==> src/rtl/sysarr_out_drain_ctrl_if.sv <==
// ---------------------------------------------------------------------------
// sysarr_out_drain_ctrl_if
// Bundle of the drain controller's handshake and bus signals.
//   master : array/FIFO/writeback side (drives start, element stream,
//            fifo_out and wb_ready)
//   slave  : the drain controller
// Signals:
//   start            master->slave  begin draining one N x N matrix
//   in_valid/value   master->slave  result element stream
//   in_ready         slave->master  element accepted this cycle
//   fifo_shift       slave->master  shift strobe to the output FIFO
//   fifo_shift_value slave->master  value shifted into the FIFO
//   fifo_out         master->slave  packed FIFO contents
//   wb_valid/data/row slave->master packed row offered to writeback
//   wb_ready         master->slave  writeback accepts the row
//   busy, done, err_start slave->master  status
// ---------------------------------------------------------------------------
interface sysarr_out_drain_ctrl_if #(
    parameter int DW = 16,
    parameter int N  = 4
);
    localparam int RW = $clog2(N);

    logic            start;
    logic            in_valid;
    logic [DW-1:0]   in_value;
    logic            in_ready;
    logic            fifo_shift;
    logic [DW-1:0]   fifo_shift_value;
    logic [DW*N-1:0] fifo_out;
    logic            wb_valid;
    logic [DW*N-1:0] wb_data;
    logic [RW-1:0]   wb_row;
    logic            wb_ready;
    logic            busy;
    logic            done;
    logic            err_start;

    modport master (
        output start, in_valid, in_value, fifo_out, wb_ready,
        input  in_ready, fifo_shift, fifo_shift_value, wb_valid, wb_data,
               wb_row, busy, done, err_start
    );

    modport slave (
        input  start, in_valid, in_value, fifo_out, wb_ready,
        output in_ready, fifo_shift, fifo_shift_value, wb_valid, wb_data,
               wb_row, busy, done, err_start
    );
endinterface

==> src/rtl/sysarr_out_drain_ctrl.sv <==
// ---------------------------------------------------------------------------
// sysarr_out_drain_ctrl
// Sequences result drain from the systolic array into the output shift FIFO
// and hands each completed row (N elements) to writeback. The array is
// stalled (in_ready low) while a row is offered. After N rows a one-cycle
// done pulse is issued.
// Ports:
//   clk          clock, all logic on posedge
//   nRST         synchronous active-low reset
//   bus          sysarr_out_drain_ctrl_if.slave (element stream, FIFO
//                strobe, writeback port, status)
//   stall_cycles [31:0] OUT cycles with wb_ready low, saturating
//                (only when SYSARR_DRAIN_PERF_EN is defined)
// Optional feature macro: SYSARR_DRAIN_PERF_EN
// ---------------------------------------------------------------------------
module sysarr_out_drain_ctrl #(
    parameter int DW = 16,
    parameter int N  = 4
) (
    input  logic                    clk,
    input  logic                    nRST,
    sysarr_out_drain_ctrl_if.slave  bus
`ifdef SYSARR_DRAIN_PERF_EN
    ,
    output logic [31:0]             stall_cycles
`endif
);
    localparam int CW = $clog2(N);

    typedef enum logic [1:0] {IDLE, FILL, OUT} state_t;

    state_t        r_state;
    logic [CW-1:0] r_col;
    logic [CW-1:0] r_row;
    logic          r_busy;
    logic          r_in_ready;
    logic          r_wb_valid;
    logic          r_done;
    logic          r_err_start;

    logic          w_last_col;
    logic          w_last_row;

    assign w_last_col = (r_col == CW'(N - 1));
    assign w_last_row = (r_row == CW'(N - 1));

    // r_in_ready is high exactly in FILL, so it qualifies the shift strobe.
    assign bus.fifo_shift       = r_in_ready & bus.in_valid;
    assign bus.fifo_shift_value = bus.in_value;
    assign bus.in_ready         = r_in_ready;
    assign bus.wb_valid         = r_wb_valid;
    assign bus.wb_data          = bus.fifo_out;
    assign bus.wb_row           = r_row;
    assign bus.busy             = r_busy;
    assign bus.done             = r_done;
    assign bus.err_start        = r_err_start;

    always_ff @(posedge clk) begin
        if (!nRST) begin
            r_state     <= IDLE;
            r_col       <= '0;
            r_row       <= '0;
            r_busy      <= 1'b0;
            r_in_ready  <= 1'b0;
            r_wb_valid  <= 1'b0;
            r_done      <= 1'b0;
            r_err_start <= 1'b0;
        end else begin
            r_done <= 1'b0;
            if (bus.start && (r_state != IDLE)) begin
                r_err_start <= 1'b1;
            end
            case (r_state)
                IDLE: begin
                    if (bus.start) begin
                        r_state    <= FILL;
                        r_col      <= '0;
                        r_row      <= '0;
                        r_busy     <= 1'b1;
                        r_in_ready <= 1'b1;
                    end
                end
                FILL: begin
                    if (bus.in_valid) begin
                        if (w_last_col) begin
                            r_state    <= OUT;
                            r_col      <= '0;
                            r_in_ready <= 1'b0;
                            r_wb_valid <= 1'b1;
                        end else begin
                            r_col <= r_col + CW'(1);
                        end
                    end
                end
                OUT: begin
                    if (bus.wb_ready) begin
                        r_wb_valid <= 1'b0;
                        if (w_last_row) begin
                            r_state <= IDLE;
                            r_busy  <= 1'b0;
                            r_done  <= 1'b1;
                        end else begin
                            r_state    <= FILL;
                            r_row      <= r_row + CW'(1);
                            r_col      <= '0;
                            r_in_ready <= 1'b1;
                        end
                    end
                end
                default: begin
                    r_state    <= IDLE;
                    r_busy     <= 1'b0;
                    r_in_ready <= 1'b0;
                    r_wb_valid <= 1'b0;
                end
            endcase
        end
    end

`ifdef SYSARR_DRAIN_PERF_EN
    logic [31:0] r_stall;

    function automatic logic [31:0] sat_inc(input logic [31:0] v);
        return (v == 32'hFFFF_FFFF) ? v : v + 32'd1;
    endfunction

    always_ff @(posedge clk) begin
        if (!nRST) begin
            r_stall <= '0;
        end else if ((r_state == IDLE) && bus.start) begin
            r_stall <= '0;
        end else if ((r_state == OUT) && !bus.wb_ready) begin
            r_stall <= sat_inc(r_stall);
        end
    end

    assign stall_cycles = r_stall;
`endif
endmodule

==> src/flat_wrapper.sv <==
// flat-port wrapper written by rule: the top's interface ports become plain ports
module sysarr_out_drain_ctrl_flat 
#(
    parameter int DW = 16,
    parameter int N  = 4
)
  (clk, nRST, bus_start, bus_in_valid, bus_in_value, bus_fifo_out, bus_wb_ready, bus_in_ready, bus_fifo_shift, bus_fifo_shift_value, bus_wb_valid, bus_wb_data, bus_wb_row, bus_busy, bus_done, bus_err_start);
  sysarr_out_drain_ctrl_if #(.DW(DW), .N(N)) bus_i ();
  input  logic clk;
  input  logic nRST;
  input wire logic [$bits(bus_i.start)-1:0] bus_start;
  input wire logic [$bits(bus_i.in_valid)-1:0] bus_in_valid;
  input wire logic [$bits(bus_i.in_value)-1:0] bus_in_value;
  input wire logic [$bits(bus_i.fifo_out)-1:0] bus_fifo_out;
  input wire logic [$bits(bus_i.wb_ready)-1:0] bus_wb_ready;
  output wire logic [$bits(bus_i.in_ready)-1:0] bus_in_ready;
  output wire logic [$bits(bus_i.fifo_shift)-1:0] bus_fifo_shift;
  output wire logic [$bits(bus_i.fifo_shift_value)-1:0] bus_fifo_shift_value;
  output wire logic [$bits(bus_i.wb_valid)-1:0] bus_wb_valid;
  output wire logic [$bits(bus_i.wb_data)-1:0] bus_wb_data;
  output wire logic [$bits(bus_i.wb_row)-1:0] bus_wb_row;
  output wire logic [$bits(bus_i.busy)-1:0] bus_busy;
  output wire logic [$bits(bus_i.done)-1:0] bus_done;
  output wire logic [$bits(bus_i.err_start)-1:0] bus_err_start;
  assign bus_i.start = bus_start;
  assign bus_i.in_valid = bus_in_valid;
  assign bus_i.in_value = bus_in_value;
  assign bus_i.fifo_out = bus_fifo_out;
  assign bus_i.wb_ready = bus_wb_ready;
  assign bus_in_ready = bus_i.in_ready;
  assign bus_fifo_shift = bus_i.fifo_shift;
  assign bus_fifo_shift_value = bus_i.fifo_shift_value;
  assign bus_wb_valid = bus_i.wb_valid;
  assign bus_wb_data = bus_i.wb_data;
  assign bus_wb_row = bus_i.wb_row;
  assign bus_busy = bus_i.busy;
  assign bus_done = bus_i.done;
  assign bus_err_start = bus_i.err_start;
  sysarr_out_drain_ctrl #(.DW(DW), .N(N)) u_core (.clk(clk), .nRST(nRST), .bus(bus_i));
endmodule
==> config.mk <==
export PLATFORM = sky130hd
export DESIGN_NAME = sysarr_out_drain_ctrl_flat
export DESIGN_NICKNAME = d
export VERILOG_FILES = /design/src/rtl/sysarr_out_drain_ctrl_if.sv /design/src/rtl/sysarr_out_drain_ctrl.sv /design/src/flat_wrapper.sv
export SDC_FILE = /design/constraint.sdc
export NUM_CORES = 1
export LEC_CHECK = 0
export CAP_MARGIN = 20
export CORE_ASPECT_RATIO = 0.9
export CORE_MARGIN = 8
export CORE_UTILIZATION = 25
export CTS_CLUSTER_DIAMETER = 100
export DETAILED_ROUTE_END_ITERATION = 16
export PLACE_DENSITY = 0.95
export SLEW_MARGIN = 25
export SYNTH_ARGS = -nofsm -noshare
export SYNTH_HDL_FRONTEND = slang
export SYNTH_SLANG_ARGS = --single-unit
==> constraint.sdc <==
create_clock -name clk -period 1.8 [get_ports clk]
set_input_delay 0.18 -clock clk [delete_from_list [all_inputs] [get_ports clk]]
set_output_delay 0.18 -clock clk [all_outputs]
set_load 0.01 [all_outputs]
Word-level counts from Yosys, hierarchy flattened
Index checks and enable logic that the tools add are counted.
- register bits: 11
- bits in latches: 0
- RAM bits: 0
- ROM bits: 0
- input port bits: 85
- output and inout port bits: 88
- word-level logic and storage cells: 64
- memories kept: 0
- add/subtract/negate cells: 2
- multipliers: 0
- divide/modulo/power cells: 0
- magnitude comparators: 0
- equal/unequal tests: 10
- shift-type cells: 0
- muxes and demuxes: 29
- bitwise gates (word level): 3
- reduce and logical (&&, ||, !) cells: 12
- operator list (kind ; count):
    2-bit 2-to-1 mux ; 11
    4-bit AND reduction ; 4
    1-bit 2-to-1 mux ; 12
    2-bit case mux with 3 select lines ; 2
    5-bit AND reduction ; 2
    1-bit case mux with 3 select lines ; 3
    2-bit != test, second input constant ; 4
    2-bit == test, second input constant ; 3
    2-bit by 1-bit adder with 2-bit output, second input constant ; 2
    2-bit by 1-bit != test with 1-bit output, second input constant ; 2
    2-bit case mux with 2 select lines ; 1
    2-bit nonzero test ; 2
    3-bit AND reduction ; 1
    3-bit nonzero test ; 1
    2-bit by 1-bit == test with 1-bit output, second input constant ; 1
    2-bit logical NOT ; 1
    1-bit inverter ; 2
    1-bit AND ; 1
    1-bit logical AND ; 1

Longest topological paths before layout
Gate-level depths: netlist of run 1.
- depth in word-level cells: 4
- mapped depth: 4
- gate-level depth less buffers: 4

Least setup slack after synthesis of run 1
No wires, ideal clock.
- path kind: flip-flop to flip-flop
- from: register u_core.r_row[0], in the netlist u_core.bus.wb_row[0]
- to: register u_core.r_row[0], in the netlist u_core.bus.wb_row[0]
- setup time: 0.131 ns
- arrival time: 1.076 ns
- data required time: 1.669 ns
- path slack: 0.592 ns
- stages on the path, launching flop included: 5
- buffers on the path: 0
- period minus slack after synthesis: 1.208 ns
- cells stage by stage: dfxtp_1 -> ha_1 -> nand3b_4 -> a21oi_2 -> o32ai_1
- elaborated cells on any way between the ends: 7
- classes of those cells: add/sub (1); eq/ne (2); mux (3); reduce/logical (1)
- RTL lines (item ; line ; RTL):
    start, declared ; sysarr_out_drain_ctrl.sv:34 ; logic [CW-1:0] r_row;
    start signal, assigned ; sysarr_out_drain_ctrl.sv:104 ; r_row <= r_row + CW'(1);
    2-bit == test ; sysarr_out_drain_ctrl.sv:45 ; assign w_last_row = (r_row == CW'(N - 1));
    named net u_core.w_last_row ; sysarr_out_drain_ctrl.sv:42 ; logic w_last_row;
    2-bit != test (no source line) ; -- ;
    4-bit AND reduction (no source line) ; -- ;
The timed path passes the listed nets, and every way through them passes these cells. The select of a mux whose other input is x is not followed.
A chain may end at the register's enable or synchronous reset.

Worst setup path in the final report of run 1
- from: input bus_in_valid
- to: output bus_fifo_shift
- cells in the longest elaborated chain, start to end: 1
- RTL lines (item ; line ; RTL):
    start, declared ; flat_wrapper.sv:12 ; input wire logic [$bits(bus_i.in_valid)-1:0] bus_in_valid;
    1-bit AND ; sysarr_out_drain_ctrl.sv:48 ; assign bus.fifo_shift = r_in_ready & bus.in_valid;
    end, declared ; flat_wrapper.sv:17 ; output wire logic [$bits(bus_i.fifo_shift)-1:0] bus_fifo_shift;
Every way passes these cells.

==> impl_metrics.yaml, run 1 <==
status:
  outcome: "finished, final reports clean"
timing:
  finalHoldViolCount: 0
  setup_tns_ns: 0
  holdWs_ns: 0.360
  finalWorstPathRequiredPeriod_ns: 1.49
  post-route-period-util_pct: 82.9
  fmax_mhz: 670
  slew_headroom_pct: 74.6
  finalClockSkew_ns: 0.00132
  unrepaired_setup_endpoints_after_global_routing: "no"
  setup_viol: 0
  max_slew.worst_pin.slew_ns: 0.380
  final_max_slew_viol_count: 0
global_route:
  grt_max_degree: 12
  grt_first_pass_wirelength_mm: 2.90
  grt_overflow: 0
  globalRouteTotalUtil_pct: 5.62
  first_global_vias: 585
  grt_antenna_before_repair: 0
yosys:
  post_synth_main_area_contributors: "sky130_fd_sc_hd__buf_4 (52%), sky130_fd_sc_hd__dfxtp_1 (19%), sky130_fd_sc_hd__nand3b_4 (3.5%)"
  synth-compound-area-share_pct: 12.1
  yosys.cell_types.count: 30
  synth_adder_area_share_pct: 2.16
  synth.area.mux_share_pct: 0
  synth-simple-area-share_pct: 12.0
  syn_area_cell_um2: 8.63
  netlist.area_leader.share_pct: 51.9
  netlist_top_cells_count: "sky130_fd_sc_hd__buf_4 (80), sky130_fd_sc_hd__dfxtp_1 (11), sky130_fd_sc_hd__inv_1 (4), sky130_fd_sc_hd__o21a_1 (4)"
  netlist_area_before_placement_um2: 1160
  synthCells: 134
  ys.warnings.count: 0
  sequential_fraction_of_the_synthesis_area_pct: 19.0
  synth_edf_count: 0
  async_reset_ff_share_pct: 0
  synth_nets: 221
  synth-xor-area-share_pct: 0
  synth_top_family_by_area: "buffers and inverters"
  most_instantiated_library_cell_after_synthesis: "sky130_fd_sc_hd__buf_4"
  postSynthRegisterBits: 11
  synth_top_area_cell: "sky130_fd_sc_hd__buf_4"
  synthFlopType: "sky130_fd_sc_hd__dfxtp_1"
drt:
  drt_iter0_drc: 23
  wirelength_mm: 1.83
  detailroute.via_count: 508
  avgRoutedWirePerCell_um: 13.9
  drt_pre_antenna_iters: 4
  vias_per_cell: 3.85
  final_antenna_net_count: 0
  drcViolationCount: 0
hold_path:
  worstHoldPathType: "primary input to output port"
cts:
  clock-sinks: 11
  clock_insertion_delay_worst_skew_ns: 0.24
  maximum_clock_path_buffer_count: 2
  tritoncts_clock_tree: "yes"
  cts_hold_buf: 0
  post_cts_resized: 0
  root_buffer: "sky130_fd_sc_hd__clkbuf_8"
  clock_tree.htree_level_count: 1
  cts_buffers: 3
  cts_setup_buffers: 0
floorplan:
  design.portCount: 173
  floorplan.core_area_um2: 4460
  die_x_um: 87.7
  initial_core_util_pct: 25.9
  fp.dieH_um: 80.5
  floorplan.rows: 23
  die_area_um2: 7060
finish:
  fillers: 506
  n_diodes: 0
  flow.area_growth_from_synthesis_pct: -31.1
  finalNetCount: 158
  drive_above_1_share_pct: 17.1
  finish.utilization_pct: 17.9
place:
  io_buffers: 12
  gp_congestion: 0.695
  detailed_placement_wirelength_estimate_mm: 1.45
setup_path:
  crit_path_start_kind: "primary input"
  critPathMostFrequentCell: "sky130_fd_sc_hd__clkdlybuf4s50_1"
  crit_type: "primary input to output port"
  critical_path.max_stage_delay_ns: 0.53
  timing.critical_path.arrival_ns: 1.31
  crit_path_max_fanout: 2
  crit_end: "bus_fifo_shift"
  cp_slowest_cell: "sky130_fd_sc_hd__clkdlybuf4s50_1"
  r2r.worst_path.cells: 4
  required_ns: 1.62
  timing.reg2reg.setup_slack_ns: 0.48
  timing.critical_path.to_type: "output port"
  r2r-end: "u_core.bus.wb_row[0]$_SDFFE_PN0P_"
  critPathLaunch: "bus_in_valid"
  regToRegStartpoint: "u_core.bus.wb_row[0]$_SDFFE_PN0P_"
  crit_chain: "clkdlybuf4s50_1, and2_1, clkdlybuf4s50_1"
power:
  vdd_ir_drop_max_mv: 0.216
  leakagePower_uw: 0.000321
  design_power_total_uw: 580
  power_per_unit_of_standard_cell_area_nw_per_um2: 727
run:
  max-cap-violations: 0
## state kept, by name (all words and copies together), names as in the netlist
name                  count
u_core.bus.in_ready       1
u_core.r_state            2
u_core.bus.busy           1
u_core.bus.err_start      1
u_core.bus.wb_row         2
u_core.bus.done           1
u_core.r_col              2
u_core.bus.wb_valid       1
## layout by cell type (no fill, tap or decap), types with 2 or more instances in the layout
master,netlist,routed
sky130_fd_sc_hd__ha_1,2,2
sky130_fd_sc_hd__buf_4,80,2
sky130_fd_sc_hd__o21a_1,4,4
sky130_fd_sc_hd__nand4b_1,2,2
sky130_fd_sc_hd__a211oi_1,2,2
sky130_fd_sc_hd__nor2_1,2,2
sky130_fd_sc_hd__dfxtp_1,11,11
sky130_fd_sc_hd__nand3_1,3,3
sky130_fd_sc_hd__nand3b_4,2,2
sky130_fd_sc_hd__inv_1,4,4
sky130_fd_sc_hd__clkbuf_8,0,3
sky130_fd_sc_hd__nand2_1,3,3
sky130_fd_sc_hd__clkdlybuf4s50_1,0,12
## layout make-up
class / instances / area, µm² / share of cell area (%)
flip-flops and latches: 11 / 220 / 27.6
clock buffers: 4 / 45.0 / 5.65
repair buffers: 14 / 135 / 17.0
inverters: 4 / 15.0 / 1.88
well taps: 62 / 77.6 / 9.73
multi-input cells: 37 / 304 / 38.1
## critical path, delay by kind of cell
kind | cells | cell delay (ns)
buffers and inverters | 2 | 1.01
and+or+nand+nor | 1 | 0.13
## where the power goes
| group | internal (µW) | switching [µW] |
|---|---|---|
| clock | 155 | 88.5 |
| sequential | 253 | 9.38 |
| combinational | 41.8 | 31.4 |
| total | 450 | 129 |
## worst min-delay path by stage
stage	from	to	slack (ns)	cells past startpoint
floorplan	nRST	u_core.r_col[1]$_SDFFE_PN0P_	0.33	2
global placement	bus_in_value[12]	bus_fifo_shift_value[12]	0.36	0
detailed placement	bus_in_value[12]	bus_fifo_shift_value[12]	0.36	0
CTS	bus_in_value[12]	bus_fifo_shift_value[12]	0.36	0
global route	bus_in_value[3]	bus_fifo_shift_value[3]	0.36	0
finish	bus_in_value[3]	bus_fifo_shift_value[3]	0.36	0
## cells by family after synthesis
logic type                 count (synthesis)
and+or+nand+nor                           18
AOI/OAI and AO/OA                         17
DFF                                       11
adders and majority gates                  2
buffers and inverters                     86
## through the flow
stage | worst slack (ns) | area (µm²) | cells
2_1_floorplan | 0.592 | 1160 | 134
5_1_grt | 0.261 | 797 | 132
3_5_place_dp | 0.299 | 752 | 128
4_1_cts | 0.287 | 797 | 132
3_3_place_gp | 0.301 | 752 | 128
6_report | 0.307 | 797 | 132
## per-layer routing
layer  track usage (%)  part of all wire [%]
met1              4.49                    34
met2              6.51                    37
met3              7.34                    24
met4              5.32                   4.6
met5                 0                     0
(Power assumes the default switching activity.)
==> run 2: changes to the inputs <==
--- a/config.mk
+++ b/config.mk
@@ -8,10 +8,10 @@
 export CAP_MARGIN = 20
 export CORE_ASPECT_RATIO = 0.9
 export CORE_MARGIN = 8
-export CORE_UTILIZATION = 25
+export CORE_UTILIZATION = 23
 export CTS_CLUSTER_DIAMETER = 100
 export DETAILED_ROUTE_END_ITERATION = 16
-export PLACE_DENSITY = 0.95
+export PLACE_DENSITY = 0.9
 export SLEW_MARGIN = 25
 export SYNTH_ARGS = -nofsm -noshare
 export SYNTH_HDL_FRONTEND = slang
==> constraint.sdc (replaced) <==
create_clock -name clk -period 1.4 [get_ports clk]
set_input_delay 0.14 -clock clk [delete_from_list [all_inputs] [get_ports clk]]
set_output_delay 0.14 -clock clk [all_outputs]
set_load 0.01 [all_outputs]
==> impl_metrics.yaml, run 2 (synthesized netlist as in run 1, its figures left out) <==
setup_path:
  crit_path_max_fanout: 4
  required_ns: 1.26
  crit_chain: "clkdlybuf4s50_1"
  crit_path_start_kind: "flop"
  critical_path.max_stage_delay_ns: 0.56
  cp_num_cells: 1
  crit_type: "flop to output port"
  cp.buffers_inverters: 1
  cpLargestDelayFamily: "buffers and inverters"
  timing.critical_path.to_type: "output port"
  cp_slowest_cell: "sky130_fd_sc_hd__clkdlybuf4s50_1"
  r2r.worst_path.cells: 4
  timing.critical_path.arrival_ns: 1.17
timing:
  max_slew.worst_pin.slew_ns: 0.364
  fmax_mhz: 763
  finalClockSkew_ns: 0.00526
  finalWorstPathRequiredPeriod_ns: 1.31
  post-route-period-util_pct: 93.6
  final_max_slew_viol_count: 0
  finalHoldViolCount: 0
  setup_viol: 0
  slew_headroom_pct: 75.7
  unrepaired_setup_endpoints_after_global_routing: "no"
finish:
  fillers: 523
  most_frequent_cells_in_the_layout: "sky130_fd_sc_hd__clkdlybuf4s50_1 (11), sky130_fd_sc_hd__dfxtp_1 (11), sky130_fd_sc_hd__buf_4 (5), sky130_fd_sc_hd__o21a_1 (4), sky130_fd_sc_hd__inv_1 (4)"
  flow.area_growth_from_synthesis_pct: -28.9
  stdcell_count: 138
  final_cell_area_um2: 822
  finalNetCount: 161
  drive_above_1_share_pct: 20.5
  n_diodes: 0
drt:
  wirelength_mm: 1.72
  drt_iter0_drc: 19
  avgRoutedWirePerCell_um: 12.5
  drt_pre_antenna_iters: 2
  vias_per_cell: 4.01
  drcViolationCount: 0
  final_antenna_net_count: 0
  detailroute.via_count: 554
global_route:
  first_global_vias: 556
  grt_antenna_before_repair: 0
  globalRouteTotalUtil_pct: 4.58
  grt_max_degree: 12
  grt_first_pass_wirelength_mm: 2.75
  globalRouteMet2Util_pct: 5.97
  met3_usage_pct: 4.86
  grtUsageMet1_pct: 4.20
  grt_overflow: 0
  grt.busiest_layer: "met2"
run:
  max-cap-violations: 0
place:
  gp_congestion: 0.707
  io_buffers: 12
  placement.cell_area_um2: 778
  detailed_placement_wirelength_estimate_mm: 1.32
  dpl.cell_count: 134
power:
  leakagePower_uw: 0.000340
  power_per_unit_of_standard_cell_area_nw_per_um2: 918
  vdd_ir_drop_max_mv: 0.221
floorplan:
  design.portCount: 173
  initial_core_util_pct: 23.9
  die_area_um2: 7550
  fp.dieH_um: 83.3
  die_x_um: 90.7
  floorplan.core_area_um2: 4830
  floorplan.rows: 24
cts:
  maximum_clock_path_buffer_count: 2
  clock-sinks: 11
  cts_setup_buffers: 0
  clkSlewWorstSetupHoldPaths_ns: 0.05
  cts_buffers: 3
  clock_insertion_delay_worst_skew_ns: 0.24
  root_buffer: "sky130_fd_sc_hd__clkbuf_8"
  clock_tree.htree_level_count: 1
  tritoncts_clock_tree: "yes"
status:
  outcome: "finished, final reports clean"
hold_path:
  worst_hold_path.num_cells: 0
  worstHoldPathType: "primary input to output port"
run 2: changes by cell type in the layout (fill, tap and decap cells not counted), sizes merged:
cell / delta
clkdlybuf4s50: -1
dlygate4sd2: +1
buf: +3
run 2: power by group:
part | switching [µW] | internal (µW) | total [µW]
clock | 118 | 200 | 318
sequential | 12.6 | 326 | 338
combinational | 42.5 | 56.2 | 98.7
run 2: worst paths after layout:
check,from,endpoint,slack (ns)
worst max-delay path,u_core.bus.wb_row[0]$_SDFFE_PN0P_,bus_wb_row[0],0.09
worst min-delay path,bus_in_value[6],bus_fifo_shift_value[6],0.28
worst max register to register,u_core.bus.wb_row[0]$_SDFFE_PN0P_,u_core.bus.wb_row[0]$_SDFFE_PN0P_,0.14
worst min register to register,u_core.r_col[1]$_SDFFE_PN0P_,u_core.r_col[1]$_SDFFE_PN0P_,0.46
run 2: area by class of cell:
type | count | area, µm² | share of cell area [%]
clock buffers | 4 | 45.0 | 5.48
inverters | 4 | 15.0 | 1.83
multi-input cells | 37 | 304 | 37.0
flip-flops and latches | 11 | 220 | 26.8
well taps | 65 | 81.3 | 9.89
repair buffers | 17 | 156 | 19.0
run 2: repair_timing:
action,4_1_cts,5_1_grt
hold buffers,0,0
gates resized for setup,1,0
endpoints found under the setup margin,1,0
run 2: per-stage QoR:
stage / total power, µW / setup WS (ns) / setup TNS, ns / util, % / hold slack (ns)
after global placement: 442 / -0.0649 / -0.0649 / 16.1 / 0.280
after floorplan: 626 / 0.192 / 0 / - / 0.286
after global routing: 789 / 0.0518 / 0 / 17.0 / 0.280
after detailed placement: 445 / -0.0594 / -0.0594 / 16.1 / 0.280
after CTS: 768 / 0.0836 / 0 / 17.0 / 0.280
final: 755 / 0.0891 / 0 / 17.0 / 0.280
run 2: layer usage:
metal	wire length, µm	share of wire (%)
met5	0	0
met4	38	2.2
met3	267	16
met2	772	45
met1	643	37
==> run 3: changes to the inputs <==
--- a/config.mk
+++ b/config.mk
@@ -6,12 +6,12 @@
 export NUM_CORES = 1
 export LEC_CHECK = 0
 export CAP_MARGIN = 20
-export CORE_ASPECT_RATIO = 0.9
-export CORE_MARGIN = 8
-export CORE_UTILIZATION = 23
+export CORE_AREA = 8 8 61 63
 export CTS_CLUSTER_DIAMETER = 100
 export DETAILED_ROUTE_END_ITERATION = 16
-export PLACE_DENSITY = 0.9
+export DIE_AREA = 0 0 69 71
+export DONT_BUFFER_PORTS = 1
+export PLACE_DENSITY = 0.66
 export SLEW_MARGIN = 25
 export SYNTH_ARGS = -nofsm -noshare
 export SYNTH_HDL_FRONTEND = slang
==> impl_metrics.yaml, run 3 (synthesized netlist as in run 1, its figures left out) <==
timing:
  post-route-period-util_pct: 90.1
  fmax_mhz: 793
  final_max_slew_viol_count: 0
  setup_viol: 0
  finalHoldViolCount: 0
  max_slew.worst_pin.slew_ns: 0.278
  finalWorstPathRequiredPeriod_ns: 1.26
  unrepaired_setup_endpoints_after_global_routing: "no"
  slew_headroom_pct: 81.5
  finalClockSkew_ns: 0.00745
  final.setup.worst_slack_ns: 0.138
  setup_tns_ns: 0
cts:
  maximum_clock_path_buffer_count: 2
  clock_tree.htree_level_count: 1
  root_buffer: "sky130_fd_sc_hd__clkbuf_4"
  clkSlewWorstSetupHoldPaths_ns: 0.06
  clock_insertion_delay_worst_skew_ns: 0.27
  clock-sinks: 11
  tritoncts_clock_tree: "yes"
  cts_buffers: 3
drt:
  drt_iter0_drc: 37
  vias_per_cell: 5.81
  wirelength_mm: 1.86
  avgRoutedWirePerCell_um: 20.0
  drt_pre_antenna_iters: 2
  detailroute.via_count: 540
  drcViolationCount: 0
  final_antenna_net_count: 0
global_route:
  grt_max_degree: 12
  first_global_vias: 582
  grt_first_pass_wirelength_mm: 2.94
  globalRouteTotalUtil_pct: 7.40
  grt_overflow: 0
  grt_antenna_before_repair: 0
place:
  detailed_placement_wirelength_estimate_mm: 1.46
  gp_congestion: 0.709
  pre_cts_slack_ns: 0.102
  io_buffers: 0
finish:
  n_diodes: 0
  register_area_um2: 220
  fillers: 320
  flow.area_growth_from_synthesis_pct: -44.5
  multiInputGateArea_um2: 307
  finalNetCount: 148
  most_frequent_cells_in_the_layout: "sky130_fd_sc_hd__dfxtp_1 (11), sky130_fd_sc_hd__o21a_1 (4), sky130_fd_sc_hd__inv_1 (4)"
  drive_above_1_share_pct: 23.3
  final_common_cell: "sky130_fd_sc_hd__dfxtp_1"
floorplan:
  floorplan.core_area_um2: 2850
  die_area_um2: 4900
  fp.dieH_um: 71
  die_x_um: 69
  initial_core_util_pct: 40.5
  floorplan.rows: 20
  design.portCount: 173
power:
  vdd_ir_drop_max_mv: 0.506
  leakagePower_uw: 0.000277
  power_per_unit_of_standard_cell_area_nw_per_um2: 945
setup_path:
  required_ns: 1.54
  crit_path_max_fanout: 5
  timing.critical_path.to_type: "flop"
  crit_path_start_kind: "flop"
  timing.critical_path.arrival_ns: 1.40
  crit_type: "flop to flop"
hold_path:
  worstHoldPathType: "primary input to flop"
status:
  outcome: "finished, final reports clean"
run:
  max-cap-violations: 0
[run 3: path summary, 6_finish.rpt]
path / start / endpoint / slack [ns] / cells after the start
worst min register to register: u_core.r_col[1]$_SDFFE_PN0P_ / u_core.r_col[1]$_SDFFE_PN0P_ / 0.46 / 2
worst max register to register: u_core.bus.wb_row[1]$_SDFFE_PN0P_ / u_core.bus.wb_row[0]$_SDFFE_PN0P_ / 0.14 / 4
worst min-delay path: nRST / u_core.r_col[1]$_SDFFE_PN0P_ / 0.02 / 2
worst max-delay path: u_core.bus.wb_row[1]$_SDFFE_PN0P_ / u_core.bus.wb_row[0]$_SDFFE_PN0P_ / 0.14 / 4
[run 3: per-layer routing]
layer	share of wire, %	global-route usage, %
met1	27	4.91
met2	41	9.12
met3	24	9.93
met4	7.5	8.20
met5	0	0
[run 3: final cells by class]
type	count	share of cell area, %
flip-flops and latches	11	34.3
repair buffers	4	5.07
clock buffers	4	4.09
inverters	4	2.34
multi-input cells	37	47.8
well taps	33	6.43
[run 3: repair_timing]
item | 4_1_cts | 5_1_grt
hold endpoints to repair | 4 | 0
gates resized for setup | 0 | 1
setup buffers | 0 | 0
setup endpoints to repair | 0 | 2
hold buffers | 1 | 0
[run 3: critical path, stage by stage (launching register included)]
cell and delay [ns]:
sky130_fd_sc_hd__dfxtp_1 0.36, sky130_fd_sc_hd__ha_2 0.22, sky130_fd_sc_hd__nand3b_4 0.16, sky130_fd_sc_hd__a21oi_2 0.26, sky130_fd_sc_hd__o32ai_1 0.14
[run 3: per-stage QoR]
stage	util (%)	cells	total power (µW)	hold slack (ns)	instance area (µm²)
after global placement	21.1	88	397	0.261	603
after detailed placement	21.1	88	399	0.265	603
final	22.5	93	606	0.0152	642
after floorplan	-	134	626	0.286	1160
after global routing	22.5	93	628	0.0155	642
after CTS	22.4	93	614	0.00845	639
[run 3: power breakdown]
part / internal [µW] / total (µW) / switching [µW] / leakage [µW]
combinational: 28.4 / 50.9 / 22.6 / 0.000173
clock: 110 / 213 / 103 / 0.0000150
sequential: 325 / 342 / 17.6 / 0.0000897
